==> src/rtl/fetch_unit_if.sv <==
// Fetch-stage bus bundle: instruction-memory port, IF/ID handshake, redirect input, and status.
// The fetch unit takes the master side; memory, decode and branch logic take the slave side.
interface fetch_unit_if #(
    parameter int CNT_W = 16
);
    logic [31:0]      address;
    logic [31:0]      instr;
    logic             id_ready;
    logic             redirect;
    logic [31:0]      redirect_pc;
    logic             if_valid;
    logic [31:0]      if_instr;
    logic [31:0]      if_pc;
    logic             halted;
    logic [CNT_W-1:0] fetch_count;

    modport master (
        output address, if_valid, if_instr, if_pc, halted, fetch_count,
        input  instr, id_ready, redirect, redirect_pc
    );

    modport slave (
        input  address, if_valid, if_instr, if_pc, halted, fetch_count,
        output instr, id_ready, redirect, redirect_pc
    );
endinterface

==> src/rtl/fetch_unit.sv <==
// Instruction-fetch stage: owns the pc, drives the memory address, and holds fetched words
// in a single-entry IF/ID register. Handles stalls, redirect with squash, and halt at program end.
module fetch_unit #(
    parameter logic [31:0] RESET_PC = 32'd0,
    parameter logic [31:0] PROG_END = 32'd20,
    parameter int          CNT_W    = 16
) (
    input  logic          clk,
    input  logic          reset,
    fetch_unit_if.master  bus
);
    logic [31:0]      pc;
    logic             if_valid;
    logic [31:0]      if_instr;
    logic [31:0]      if_pc;
    logic [CNT_W-1:0] fetch_count;

    logic can_fetch;
    logic slot_free;
    logic fire;

    // NOTE: continuous assigns carry only combinational decode; all state lives in one always_ff.
    assign can_fetch = (pc < PROG_END);
    assign slot_free = !if_valid || bus.id_ready;
    assign fire      = can_fetch && slot_free && !bus.redirect;

    // NOTE: sequential state uses non-blocking assignments so every register samples pre-edge values.
    always_ff @(posedge clk) begin
        if (reset) begin
            pc          <= RESET_PC;
            if_valid    <= 1'b0;
            if_instr    <= '0;
            if_pc       <= '0;
            fetch_count <= '0;
        end else if (bus.redirect) begin
            // Squash regardless of id_ready; target is forced word-aligned.
            pc       <= {bus.redirect_pc[31:2], 2'b00};
            if_valid <= 1'b0;
        end else if (fire) begin
            if_instr <= bus.instr;
            if_pc    <= pc;
            if_valid <= 1'b1;
            pc       <= pc + 32'd4;
            if (fetch_count != '1)
                fetch_count <= fetch_count + CNT_W'(1);
        end else if (if_valid && bus.id_ready) begin
            if_valid <= 1'b0;
        end
    end

    // Address comes straight from the register, so it only moves on a clock edge.
    assign bus.address     = pc;
    assign bus.if_valid    = if_valid;
    assign bus.if_instr    = if_instr;
    assign bus.if_pc       = if_pc;
    assign bus.fetch_count = fetch_count;
    assign bus.halted      = !can_fetch && !if_valid;
endmodule

==> src/flat_wrapper.sv <==
// flat-port wrapper written by rule: the top's interface ports become plain ports
module fetch_unit_flat 
#(
    parameter logic [31:0] RESET_PC = 32'd0,
    parameter logic [31:0] PROG_END = 32'd20,
    parameter int          CNT_W    = 16
)
  (clk, reset, bus_address, bus_if_valid, bus_if_instr, bus_if_pc, bus_halted, bus_fetch_count, bus_instr, bus_id_ready, bus_redirect, bus_redirect_pc);
  fetch_unit_if #(.CNT_W(CNT_W)) bus_i ();
  input  logic clk;
  input  logic reset;
  output wire logic [$bits(bus_i.address)-1:0] bus_address;
  output wire logic [$bits(bus_i.if_valid)-1:0] bus_if_valid;
  output wire logic [$bits(bus_i.if_instr)-1:0] bus_if_instr;
  output wire logic [$bits(bus_i.if_pc)-1:0] bus_if_pc;
  output wire logic [$bits(bus_i.halted)-1:0] bus_halted;
  output wire logic [$bits(bus_i.fetch_count)-1:0] bus_fetch_count;
  input wire logic [$bits(bus_i.instr)-1:0] bus_instr;
  input wire logic [$bits(bus_i.id_ready)-1:0] bus_id_ready;
  input wire logic [$bits(bus_i.redirect)-1:0] bus_redirect;
  input wire logic [$bits(bus_i.redirect_pc)-1:0] bus_redirect_pc;
  assign bus_address = bus_i.address;
  assign bus_if_valid = bus_i.if_valid;
  assign bus_if_instr = bus_i.if_instr;
  assign bus_if_pc = bus_i.if_pc;
  assign bus_halted = bus_i.halted;
  assign bus_fetch_count = bus_i.fetch_count;
  assign bus_i.instr = bus_instr;
  assign bus_i.id_ready = bus_id_ready;
  assign bus_i.redirect = bus_redirect;
  assign bus_i.redirect_pc = bus_redirect_pc;
  fetch_unit #(.RESET_PC(RESET_PC), .PROG_END(PROG_END), .CNT_W(CNT_W)) u_core (.clk(clk), .reset(reset), .bus(bus_i));
endmodule
==> config.mk <==
export PLATFORM = sky130hd
export DESIGN_NAME = fetch_unit_flat
export DESIGN_NICKNAME = d
export VERILOG_FILES = /design/src/rtl/fetch_unit_if.sv /design/src/rtl/fetch_unit.sv /design/src/flat_wrapper.sv
export SDC_FILE = /design/constraint.sdc
export NUM_CORES = 1
export LEC_CHECK = 0
export CORE_ASPECT_RATIO = 0.6
export CORE_MARGIN = 2
export CORE_UTILIZATION = 45
export DETAILED_ROUTE_END_ITERATION = 7
export GPL_TIMING_DRIVEN = 0
export PLACE_DENSITY = 0.91
export SYNTH_ARGS = -nofsm -noshare
export SYNTH_HDL_FRONTEND = slang
export SYNTH_SLANG_ARGS = --single-unit
==> constraint.sdc <==
create_clock -name clk -period 4 [get_ports clk]
set_input_delay 0.4 -clock clk [delete_from_list [all_inputs] [get_ports clk]]
set_output_delay 0.4 -clock clk [all_outputs]
set_load 0.01 [all_outputs]
[Yosys cells after proc, flatten, opt, wreduce, memory -nomap -nowiden]
Cells that the tools add are included.
Word-level totals
  register bits after elaboration: 113
  output and inout port bits: 114
  word-level logic and storage cells: 28
  input port bits: 68
Operators by class
  equal/unequal tests: 1
  $add $sub $neg: 2
  order comparisons: 1
  muxes and demuxes: 4
  bitwise gates (word level): 1
  reductions and logical operators: 13
Operators with widths (count)
  2-to-1 mux 32 bit: 2
  adder 32 x 3 -> 32 bit, second input constant: 1
  < comparator 32 x 5 -> 1 bit, second input constant: 1
  adder 16 x 1 -> 16 bit, second input constant: 1
  inequality test 16 bit, second input constant: 1
  logical AND 1 bit: 4
  nonzero test 2 bit: 2
  logical NOT 1 bit: 3
  AND reduction 3 bit: 1
  2-to-1 mux 1 bit: 2
  AND reduction 2 bit: 1
  OR reduction 2 bit: 1
  logical OR 1 bit: 1
  inverter 1 bit: 1

[Logic depth before layout (Yosys ltp)]
Gate-level depths: netlist (run 1).
  word-level depth: 6
  mapped depth: 9
  mapped depth without buffers: 7

[Least setup slack after synthesis (run 1)]
No wires, ideal clock.
  kind: reg2reg
  start point: register u_core.pc[19] (netlist: u_core.bus.address[19])
  end point: register u_core.fetch_count[7] (netlist: u_core.bus.fetch_count[7])
  cell stages (with the launch flop): 7
  path buffers: 1
  period minus slack after synthesis: 2.115 ns
  setup time: 0.121 ns
  required time: 3.879 ns
  slack: 1.885 ns
  arrival: 1.995 ns
  path through: dfxtp_1 -> nor4_2 -> nand4_1 -> or3_1 -> clkbuf_1 -> nor4_1 -> mux2_2
Between the ends
  longest elaborated chain between the ends: 4
Ends and longest elaborated chain
  start, declared: RTL line fetch_unit.sv:12  | logic [31:0] pc;
  start signal, assigned: RTL line fetch_unit.sv:37  | pc <= {bus.redirect_pc[31:2], 2'b00};
  start signal, assigned: RTL line fetch_unit.sv:43  | pc <= pc + 32'd4;
  < comparator 32 x 5 -> 1 bit: RTL line fetch_unit.sv:23  | assign can_fetch = (pc < PROG_END);
  logical AND 1 bit (2 in a row): RTL line fetch_unit.sv:25  | assign fire = can_fetch && slot_free && !bus.redirect;
  AND reduction 3 bit (no source line)
  end signal, assigned: RTL line fetch_unit.sv:45  | fetch_count <= fetch_count + CNT_W'(1);
  end, declared: RTL line fetch_unit.sv:16  | logic [CNT_W-1:0] fetch_count;
Every way passes these cells.
A chain may end at the register's enable or synchronous reset.

[Final worst setup path (run 1)]
  start point: register u_core.pc[3] (netlist: u_core.bus.address[3])
  end point: output bus_halted
Between the ends
  longest elaborated chain between the ends: 3
Ends and longest elaborated chain
  < comparator 32 x 5 -> 1 bit: RTL line fetch_unit.sv:23
  logical NOT 1 bit: RTL line fetch_unit.sv:57  | assign bus.halted = !can_fetch && !if_valid;
  logical AND 1 bit: RTL line fetch_unit.sv:57
  end, declared: RTL line flat_wrapper.sv:16  | output wire logic [$bits(bus_i.halted)-1:0] bus_halted;
Every way passes these cells.

==> results of run 1 <==
## sequential cells by signal (all words and copies together), names as in the netlist
name	flops
u_core.bus.if_instr	32
u_core.bus.fetch_count	16
u_core.bus.if_pc	30
u_core.bus.address	30
u_core.bus.if_valid	1
## metal layers
metal,global-route usage (%),vias to the layer above,part of all wire [%]
met5,0,-,0
met4,5.93,0,0.80
met3,8.79,8,9.0
met2,37.5,145,46
met1,29.8,1763,45
li1,-,1894,-
## metrics by stage
| step | area, um^2 | total power (W) | cells |
|---|---|---|---|
| finish | 6310 | 0.00222 | 754 |
| global placement | 6010 | 0.00135 | 738 |
| global route | 6310 | 0.00230 | 754 |
| detailed placement | 6010 | 0.00136 | 738 |
| CTS | 6310 | 0.00224 | 754 |
| floorplan | 4120 | 0.00123 | 451 |
## cells by family after synthesis
group                      after synthesis
AOI/OAI and AO/OA                       64
xor gates and xnor gates                 1
adders and majority gates                3
buffers and inverters                   39
DFF                                    109
muxes                                   32
other                                    1
and+or+nand+nor                        199
## power groups by stage
| stage | Combinational [W] | Sequential, W | Clock [W] |
|---|---|---|---|
| global route | 0.000222 | 0.00113 | 0.000953 |
| global placement | 0.000202 | 0.00115 | 0 |
| floorplan | 0.0000734 | 0.00116 | 0 |
| detailed placement | 0.000208 | 0.00115 | 0 |
| CTS | 0.000209 | 0.00113 | 0.000904 |
| finish | 0.000208 | 0.00113 | 0.000890 |
## layout make-up
cell class	count	area share [%]
Multi-Input combinational cell	303	28.2
Tap cell	112	2.22
Inverter	8	0.476
Sequential cell	109	34.6
Timing Repair Buffer	175	27.7
Clock inverter	7	1.17
Buffer	31	2.10
Clock buffer	9	3.57
## placed cells by master (no fill, tap or decap), types with 5 or more instances in the layout
cell / n
mux2_2: 6
nand3_1: 6
mux2i_1: 26
o31ai_1: 6
clkbuf_16: 9
nor2_1: 35
a21oi_1: 48
dfxtp_1: 109
nor2b_1: 6
or4_1: 8
nand4_1: 7
and2_1: 27
nor4_2: 5
or3_1: 5
clkbuf_1: 23
nand2_1: 77
clkdlybuf4s50_1: 175
inv_1: 8
## worst reg2reg max path: cells and delay by family (launching register included)
| kind | cells | cell delay, ps |
|---|---|---|
| AND/OR/NAND/NOR | 3 | 1110 |
| buffers and inverters | 2 | 540 |
| AO/OA/AOI/OAI | 2 | 440 |
| flip-flops | 1 | 350 |
## worst max-delay path by stage
stage                                                       from                                      to  slack (ps)  cells after the start
after floorplan              u_core.bus.address[19]$_SDFFE_PP0P_  u_core.bus.fetch_count[7]$_SDFFE_PP0P_        1880                      6
after global placement                                     reset    u_core.bus.if_instr[29]$_SDFFE_PP0P_        1410                      5
after detailed placement                                   reset        u_core.bus.if_pc[4]$_SDFFE_PP0P_        1380                      5
after CTS                     u_core.bus.address[3]$_SDFFE_PP0P_                              bus_halted        1370                      6
after global routing      u_core.bus.fetch_count[0]$_SDFFE_PP0P_  u_core.bus.fetch_count[7]$_SDFFE_PP0P_        1270                      6
final                         u_core.bus.address[3]$_SDFFE_PP0P_                              bus_halted        1360                      6
==> impl_metrics.csv, run 1 <==
group,metric,value,unit
sta,fin_crit,2640,ps
grt,antenna_found_initial,0,
finish,areaGrowthSynthToFinish,53.6,%
finish,nFillCells,635,
drt,vias,3810,
yosys,synth-xor-area-share,0.213,%
yosys,synthAdderAreaFrac,0.913,%
drt,drt_pre_antenna_iters,4,
yosys,synth-simple-area-share,25.1,%
yosys,ys_seq_area_share,53.1,%
clock_network,insertion_delay,350,ps
clock_network,ctsResizeCount,0,
critical_path,rr_endpoint,"u_core.bus.fetch_count[3]$_SDFFE_PP0P_",
clock_network,root_buffer,"clkbuf_16",
outcome,run_status,"finished clean",
finish,multi_input_area,1780,um^2
drt,vias_per_cell,5.05,
grt,grt_pass1_vias,3706,
clock_network,cts_hold_buf,0,
clock_network,cts_setup_buffers,0,
yosys,synthTopCellsByArea,"dfxtp_1, nand2_1, mux2i_1, a21oi_1, and2_1",
yosys,yosys_warnings,0,
critical_path,crit_chain,"inv_1 > ha_1 > nand2b_1 > and4_1 > a21oi_1 > clkdlybuf4s50_1",
critical_path,timing.rr.start,"u_core.bus.address[23]$_SDFFE_PP0P_",
finish,n_antenna_cell,0,
yosys,synth_most_common_cell,"dfxtp_1",
yosys,synth-edff-count,0,
die,start_util,47.3,%
sta,rsz0062_at_grt,"no",
yosys,synth_top_family_by_area,"simple AND/OR/NAND/NOR gates",
critical_path,critPathLaunchType,"flop",
drt,post_drt_wl_per_cell,15.5,um
grt,overflow,0,
sta,max_freq,379,MHz
critical_path,path_max_fanout,6,
placed_design,portBuffers,175,
drt,ant_nets,0,
die,die_y,78.0,um
power_and_ir_drop,p_sw,0.000506,W
worst_hold_path,hold_depth,2,
power_and_ir_drop,power_frac_clock,40.0,%
worst_hold_path,hold_path.class,"flop to flop",
sta,fin_hold_ws,456,ps
placed_design,gp_congestion,0.802,
critical_path,crit_buf_inv,2,
critical_path,critPathTopFamily,"buffers and inverters",
yosys,synth_mux_area_share,7.97,%
die,core_area,8690,um^2
critical_path,ff2ff_path_depth,7,
clock_network,ctsLongestPathBuffers,2,
sta,fin_crit_sh,65.9,%
yosys,synth_compound_area_share,8.70,%
clock_network,cts_buffers,9,
run,max-cap-violations,0,
yosys,ys_ff_latch,109,
clock_network,cts.reportedPaths.clkPinSlew,70,ps
power_and_ir_drop,p_seq_share,50.6,%
yosys,synthFlopType,"dfxtp_1",
yosys,synth_common_cells,"dfxtp_1, nand2_1, a21oi_1",
drt,route.detailed.drc,0,
grt,grt_usage,23.3,%
critical_path,rrSetupSlack,1440,ps
critical_path,critPathSlowestCell,"clkdlybuf4s50_1",
critical_path,crit_path_end_kind,"primary output",
grt,grt_max_degree,19,
grt,grt_pass1_wl,18400,um
yosys,synth_cells,448,
worst_hold_path,whs_endpoint,"u_core.bus.if_instr[19]$_SDFFE_PP0P_",
power_and_ir_drop,ir_worst_vdd,0.255,mV
yosys,yosysTopAreaCell,"dfxtp_1",
yosys,ys_types,40,
yosys,synth.cell_area,4110,um^2
power_and_ir_drop,pwr-share-comb,9.4,%
critical_path,worstPathArrival,2240,ps
critical_path,cp.required,3600,ps
sta,setup_violations,0,
clock_network,cts_tree,"built",
placed_design,dp_hpwl,8800,um
critical_path,critPathMaxStageDelay,580,ps
sta,finClkSkew,10.2,ps
sta,worst_pin_slew,802,ps
worst_hold_path,min_from,"u_core.bus.if_instr[19]$_SDFFE_PP0P_",
drt,drt_iter0_drc,145,
finish,final_nets,708,
sta,final_hold_viol_count,0,
sta,finalSetupTns,0,ps
power_and_ir_drop,swShare,22.8,%
yosys,async_reset_ff_share,0,%
critical_path,path_class,"flop to primary output",
sta,slew_headroom,46.1,%
finish,final_core_util,72.7,%
yosys,avgSynthCellArea,9.18,um^2
yosys,netlist.area_leader.share,53.1,%
finish,drive_gt1_share,5.76,%
clock_network,cts-htree-levels,3,
placed_design,dp_slack,1380,ps
sta,setup_ws,1360,ps
die,die_area,9940,um^2
die,num_rows,26,
power_and_ir_drop,internal-power,0.00172,W
sta,report.final.slew_viol_count,0,
drt,wirelength,11700,um
clock_network,cts_sinks,109,
power_and_ir_drop,pwr_density_cell,352,nW/um^2
die,boundaryPins,182,
power_and_ir_drop,p_leak,2.30,nW
die,die_w,127,um
finish,ff_latch_area,2180,um^2
Note: power is estimated with default switching activity, not from simulation.
==> run 2, diff against run 1 <==
- CORE_UTILIZATION: 45 -> 42
- PLACE_DENSITY: 0.91 -> 0.86
- clock period: 4 -> 2.5 ns (I/O delays scaled with it)
==> impl_metrics.csv, run 2 (synthesized netlist as in run 1, its figures left out) <==
group,metric,value,unit
drt,wirelength,11400,um
critical_path,ff2ff_path_depth,7,
power_and_ir_drop,total_power,0.00353,W
finish,areaGrowthSynthToFinish,54.8,%
finish,drive_gt1_share,6.52,%
clock_network,cts_sinks,109,
worst_hold_path,hold_depth,3,
placed_design,portBuffers,175,
worst_hold_path,min_from,"bus_instr[3]",
sta,fin_crit,2380,ps
critical_path,worstPathArrival,2610,ps
grt,overflow,0,
sta,finClkSkew,4.23,ps
die,num_rows,27,
power_and_ir_drop,pwr_density_cell,554,nW/um^2
sta,report.final.slew_viol_count,0,
finish,layout_common_cells,"clkdlybuf4s50_1, dfxtp_1, nand2_1",
finish,multi_input_area,1800,um^2
die,die_area,10600,um^2
sta,final_hold_viol_count,0,
sta,max_freq,420,MHz
clock_network,cts_hold_buf,0,
sta,worst_pin_slew,735,ps
worst_hold_path,hold_path.class,"primary input to flop",
placed_design,dpl_cell_area,6040,um^2
finish,final_nets,710,
critical_path,crit_path_end_kind,"flop",
clock_network,cts_tree,"built",
sta,fin_crit_sh,95.2,%
critical_path,rrSetupSlack,120,ps
finish,largest_reg_flops,32,
grt,grt_usage,22.0,%
worst_hold_path,whs_endpoint,"u_core.bus.if_instr[3]$_SDFFE_PP0P_",
critical_path,path_max_fanout,10,
die,boundaryPins,182,
finish,n_antenna_cell,0,
clock_network,cts-htree-levels,3,
critical_path,rr_endpoint,"u_core.bus.fetch_count[7]$_SDFFE_PP0P_",
critical_path,critPathLaunchType,"flop",
die,start_util,43.9,%
grt,grt_max_degree,17,
sta,fin_hold_ws,450,ps
sta,rsz0062_at_grt,"no",
outcome,run_status,"finished clean",
grt,antenna_found_initial,0,
finish,final_common_cell,"clkdlybuf4s50_1",
run,max-cap-violations,0,
drt,drt_iter0_drc,145,
power_and_ir_drop,p_leak,2.32,nW
drt,vias_per_cell,4.92,
sta,finalSetupTns,0,ps
die,die_y,80.6,um
clock_network,cts_buffers,9,
finish,largest_register,"u_core.bus.if_instr",
drt,vias,3806,
grt,grt_pass1_wl,18500,um
finish,final_area,6360,um^2
critical_path,path_class,"flop to flop",
placed_design,dp_hpwl,8580,um
critical_path,cp.required,2740,ps
clock_network,insertion_delay,340,ps
drt,ant_nets,0,
clock_network,root_buffer,"clkbuf_16",
grt,grt_pass1_vias,3668,
die,core_area,9360,um^2
clock_network,ctsLongestPathBuffers,2,
finish,nFillCells,730,
critical_path,timing.rr.start,"u_core.bus.address[23]$_SDFFE_PP0P_",
placed_design,gp_congestion,0.809,
sta,slew_headroom,51.0,%
die,die_w,132,um
drt,route.detailed.drc,0,
sta,setup_violations,0,
drt,post_drt_wl_per_cell,14.7,um
clock_network,cts.reportedPaths.clkPinSlew,70,ps
drt,drt_pre_antenna_iters,4,
power_and_ir_drop,ir_worst_vdd,0.400,mV
finish,ff_latch_area,2180,um^2
==> run 2: cell count changes in the layout (fill, tap and decap cells not counted) <==
cell,change
dfxtp_1,-2
nor4_4,+1
clkbuf_1,+1
buf_4,+2
nor3_4,+1
nor4_2,-1
clkbuf_2,+2
clkinvlp_4,-1
nor2_2,+1
dfxtp_2,+2
inv_6,-2
nor3_1,-1
nor2_1,-1
==> run 2: what timing repair did <==
| action | CTS | global route |
|---|---|---|
| resized for setup | 2 | 6 |
| gates cloned | 0 | 0 |
| pin swaps | 0 | 2 |
| endpoints found under the hold margin | 0 | 0 |
| endpoints found under the setup margin | 23 | 64 |
| setup buffers | 0 | 2 |
==> run 2: how the worst max path moves through the flow <==
| stage | from | endpoint | slack [ps] | cells past startpoint |
|---|---|---|---|---|
| after detailed placement | u_core.bus.address[23]$_SDFFE_PP0P_ | u_core.bus.if_pc[16]$_SDFFE_PP0P_ | -50 | 6 |
| after floorplan | u_core.bus.address[19]$_SDFFE_PP0P_ | u_core.bus.fetch_count[7]$_SDFFE_PP0P_ | 380 | 6 |
| after CTS | u_core.bus.address[23]$_SDFFE_PP0P_ | u_core.bus.if_pc[21]$_SDFFE_PP0P_ | -60 | 6 |
| final | u_core.bus.address[23]$_SDFFE_PP0P_ | u_core.bus.fetch_count[7]$_SDFFE_PP0P_ | 120 | 7 |
| after global routing | u_core.bus.address[31]$_SDFFE_PP0P_ | u_core.bus.fetch_count[7]$_SDFFE_PP0P_ | 5 | 7 |
| after global placement | reset | u_core.bus.if_instr[30]$_SDFFE_PP0P_ | -20 | 5 |
==> run 2: stage by stage <==
step | worst slack [ps] | instances | util (%)
2_1_floorplan | 385 | 451 | -
3_3_place_gp | -17.1 | 756 | 64.5
3_5_place_dp | -49.9 | 756 | 64.5
4_1_cts | -62.8 | 772 | 67.6
5_1_grt | 4.65 | 774 | 68.0
6_report | 121 | 774 | 68.0
==> run 2: layout make-up <==
| class | count | share of cell area (%) |
|---|---|---|
| sequential | 109 | 34.3 |
| multi-input combinational | 303 | 28.3 |
| tap | 130 | 2.56 |
| clock inverter | 4 | 0.767 |
| inverter | 8 | 0.472 |
| buffer | 31 | 2.12 |
| timing repair buffer | 177 | 27.8 |
| clock buffer | 12 | 3.72 |
==> run 2: worst max-delay path, cell delays in order, from the launching register on <==
cell	delay [ps]
dfxtp_1	350
nor4_4	330
nand4_1	120
buf_4	180
or3_1	390
clkbuf_2	210
nor4_1	340
mux2_2	370
==> run 2: layer usage <==
layer	share of wire [%]	up-vias	track usage, %	wire length (um)
met1	47	1768	28.3	5400
met4	0.46	0	5.54	53
met2	45	138	34.9	5100
li1	-	1896	-	-
met5	0	-	0	0
met3	7.4	4	8.33	848
==> run 2: power breakdown <==
group,switching [W],total (W),internal (W),leakage (nW)
clock network,0.000610,0.00139,0.000777,0.141
registers,0.0000344,0.00180,0.00177,0.885
logic,0.000136,0.000339,0.000203,1.29
==> run 3, diff against run 2 <==
- PLACE_DENSITY: 0.86 -> not set
- PLACE_DENSITY_LB_ADDON: not set -> 0.25
==> impl_metrics.csv, run 3 (synthesized netlist as in run 1, its figures left out) <==
group,metric,value,unit
outcome,run_status,"finished clean",
placed_design,dpl_cell_area,6040,um^2
clock_network,cts_sinks,109,
critical_path,cp.required,2250,ps
grt,grt_usage,22.2,%
finish,final_nets,708,
die,die_w,132,um
sta,max_freq,418,MHz
clock_network,cts_buffers,9,
drt,route.detailed.drc,0,
drt,post_drt_wl_per_cell,15.1,um
sta,report.final.slew_viol_count,0,
clock_network,ctsLongestPathBuffers,2,
drt,drt_iter0_drc,249,
grt,antenna_found_initial,0,
finish,drive_gt1_share,6.71,%
drt,dr_wl_met2,5090,um
critical_path,path_class,"flop to primary output",
grt,grt_pass1_vias,3747,
drt,vias_per_cell,4.91,
placed_design,dp_hpwl,8700,um
clock_network,cts_tree,"built",
die,boundaryPins,182,
sta,slew_headroom,52.5,%
finish,layout_common_cells,"clkdlybuf4s50_1, dfxtp_1, nand2_1",
sta,worst_pin_slew,712,ps
power_and_ir_drop,total_power,0.00357,W
drt,top_layer,"met4",
sta,fin_crit_sh,95.8,%
sta,fin_hold_ws,446,ps
clock_network,root_buffer,"clkbuf_16",
sta,setup_violations,0,
drt,wirelength_met1,5550,um
placed_design,gp_congestion,0.791,
clock_network,cts-htree-levels,3,
sta,finClkSkew,6.84,ps
grt,grt_max_degree,17,
critical_path,crit_path_end_kind,"primary output",
worst_hold_path,hold_path.class,"primary input to flop",
finish,multi_input_area,1820,um^2
power_and_ir_drop,p_leak,2.31,nW
clock_network,cts_setup_buffers,0,
critical_path,critPathLaunchType,"flop",
die,core_area,9360,um^2
power_and_ir_drop,ir_worst_vdd,0.370,mV
run,max-cap-violations,0,
die,die_area,10600,um^2
finish,final_common_cell,"clkdlybuf4s50_1",
die,start_util,43.9,%
finish,largest_register,"u_core.bus.if_instr",
power_and_ir_drop,pwr_density_cell,560,nW/um^2
drt,wirelength,11700,um
grt,overflow,0,
clock_network,cts.reportedPaths.clkPinSlew,70,ps
finish,areaGrowthSynthToFinish,55.3,%
finish,final_core_util,68.2,%
sta,finalSetupTns,0,ps
clock_network,insertion_delay,350,ps
grt,grt_pass1_wl,18700,um
finish,largest_reg_flops,32,
finish,final_area,6380,um^2
drt,ant_nets,0,
sta,rsz0062_at_grt,"no",
drt,dr_wl_met3,915,um
sta,final_hold_viol_count,0,
sta,fin_crit,2390,ps
die,die_y,80.6,um
die,num_rows,27,
drt,vias,3788,
critical_path,path_max_fanout,6,
placed_design,portBuffers,175,
clock_network,cts_hold_buf,0,
finish,ff_latch_area,2180,um^2
drt,drt_pre_antenna_iters,4,
finish,nFillCells,747,
finish,n_antenna_cell,0,
critical_path,worstPathArrival,2140,ps
==> run 3: worst paths after layout <==
path              cells past startpoint                                      end  slack, ps                                  from
setup / recovery                      6                               bus_halted        110    u_core.bus.address[3]$_SDFFE_PP0P_
hold / removal                        3      u_core.bus.if_instr[3]$_SDFFE_PP0P_        450                          bus_instr[3]
setup reg to reg                      6  u_core.bus.fetch_count[15]$_SDFFE_PP0P_        130    u_core.bus.address[7]$_SDFFE_PP0P_
hold reg to reg                       2     u_core.bus.if_instr[14]$_SDFFE_PP0P_        460  u_core.bus.if_instr[14]$_SDFFE_PP0P_
==> run 3: where the power goes <==
group / internal, W / switching, W
Sequential: 0.00177 / 0.0000370
Clock: 0.000826 / 0.000608
Combinational: 0.000201 / 0.000133
==> run 3: repair_timing <==
action | in CTS | in global routing
pin swaps | 0 | 4
gates resized for setup | 3 | 10
endpoints found under the setup margin | 22 | 28
==> run 3: routing by layer <==
layer	global-route usage, %	vias to the layer above
met2	33.7	140
met5	0	-
met3	8.02	12
li1	-	1891
met1	29.7	1745
met4	6.74	0
==> run 3: layout make-up <==
class	count	share of cell area (%)
Buffer	31	2.16
Multi-Input combinational cell	303	28.4
Clock buffer	12	4.02
Clock inverter	3	0.706
Timing Repair Buffer	175	27.4
Tap cell	130	2.55
Inverter	8	0.470
Sequential cell	109	34.2
==> run 3: worst max-delay path, cell delays in order, from the launching register on <==
cell and delay, ps:
dfxtp_2 400, inv_1 60, ha_1 180, nand2b_1 190, and4_1 270, a21oi_1 150, clkdlybuf4s50_1 560
==> run 3: through the flow <==
step / std cells / worst slack, ps
floorplan: 451 / 385
global placement: 756 / -44.5
detailed placement: 756 / -92.2
CTS: 771 / 27.6
global route: 771 / 2.94
finish: 771 / 106
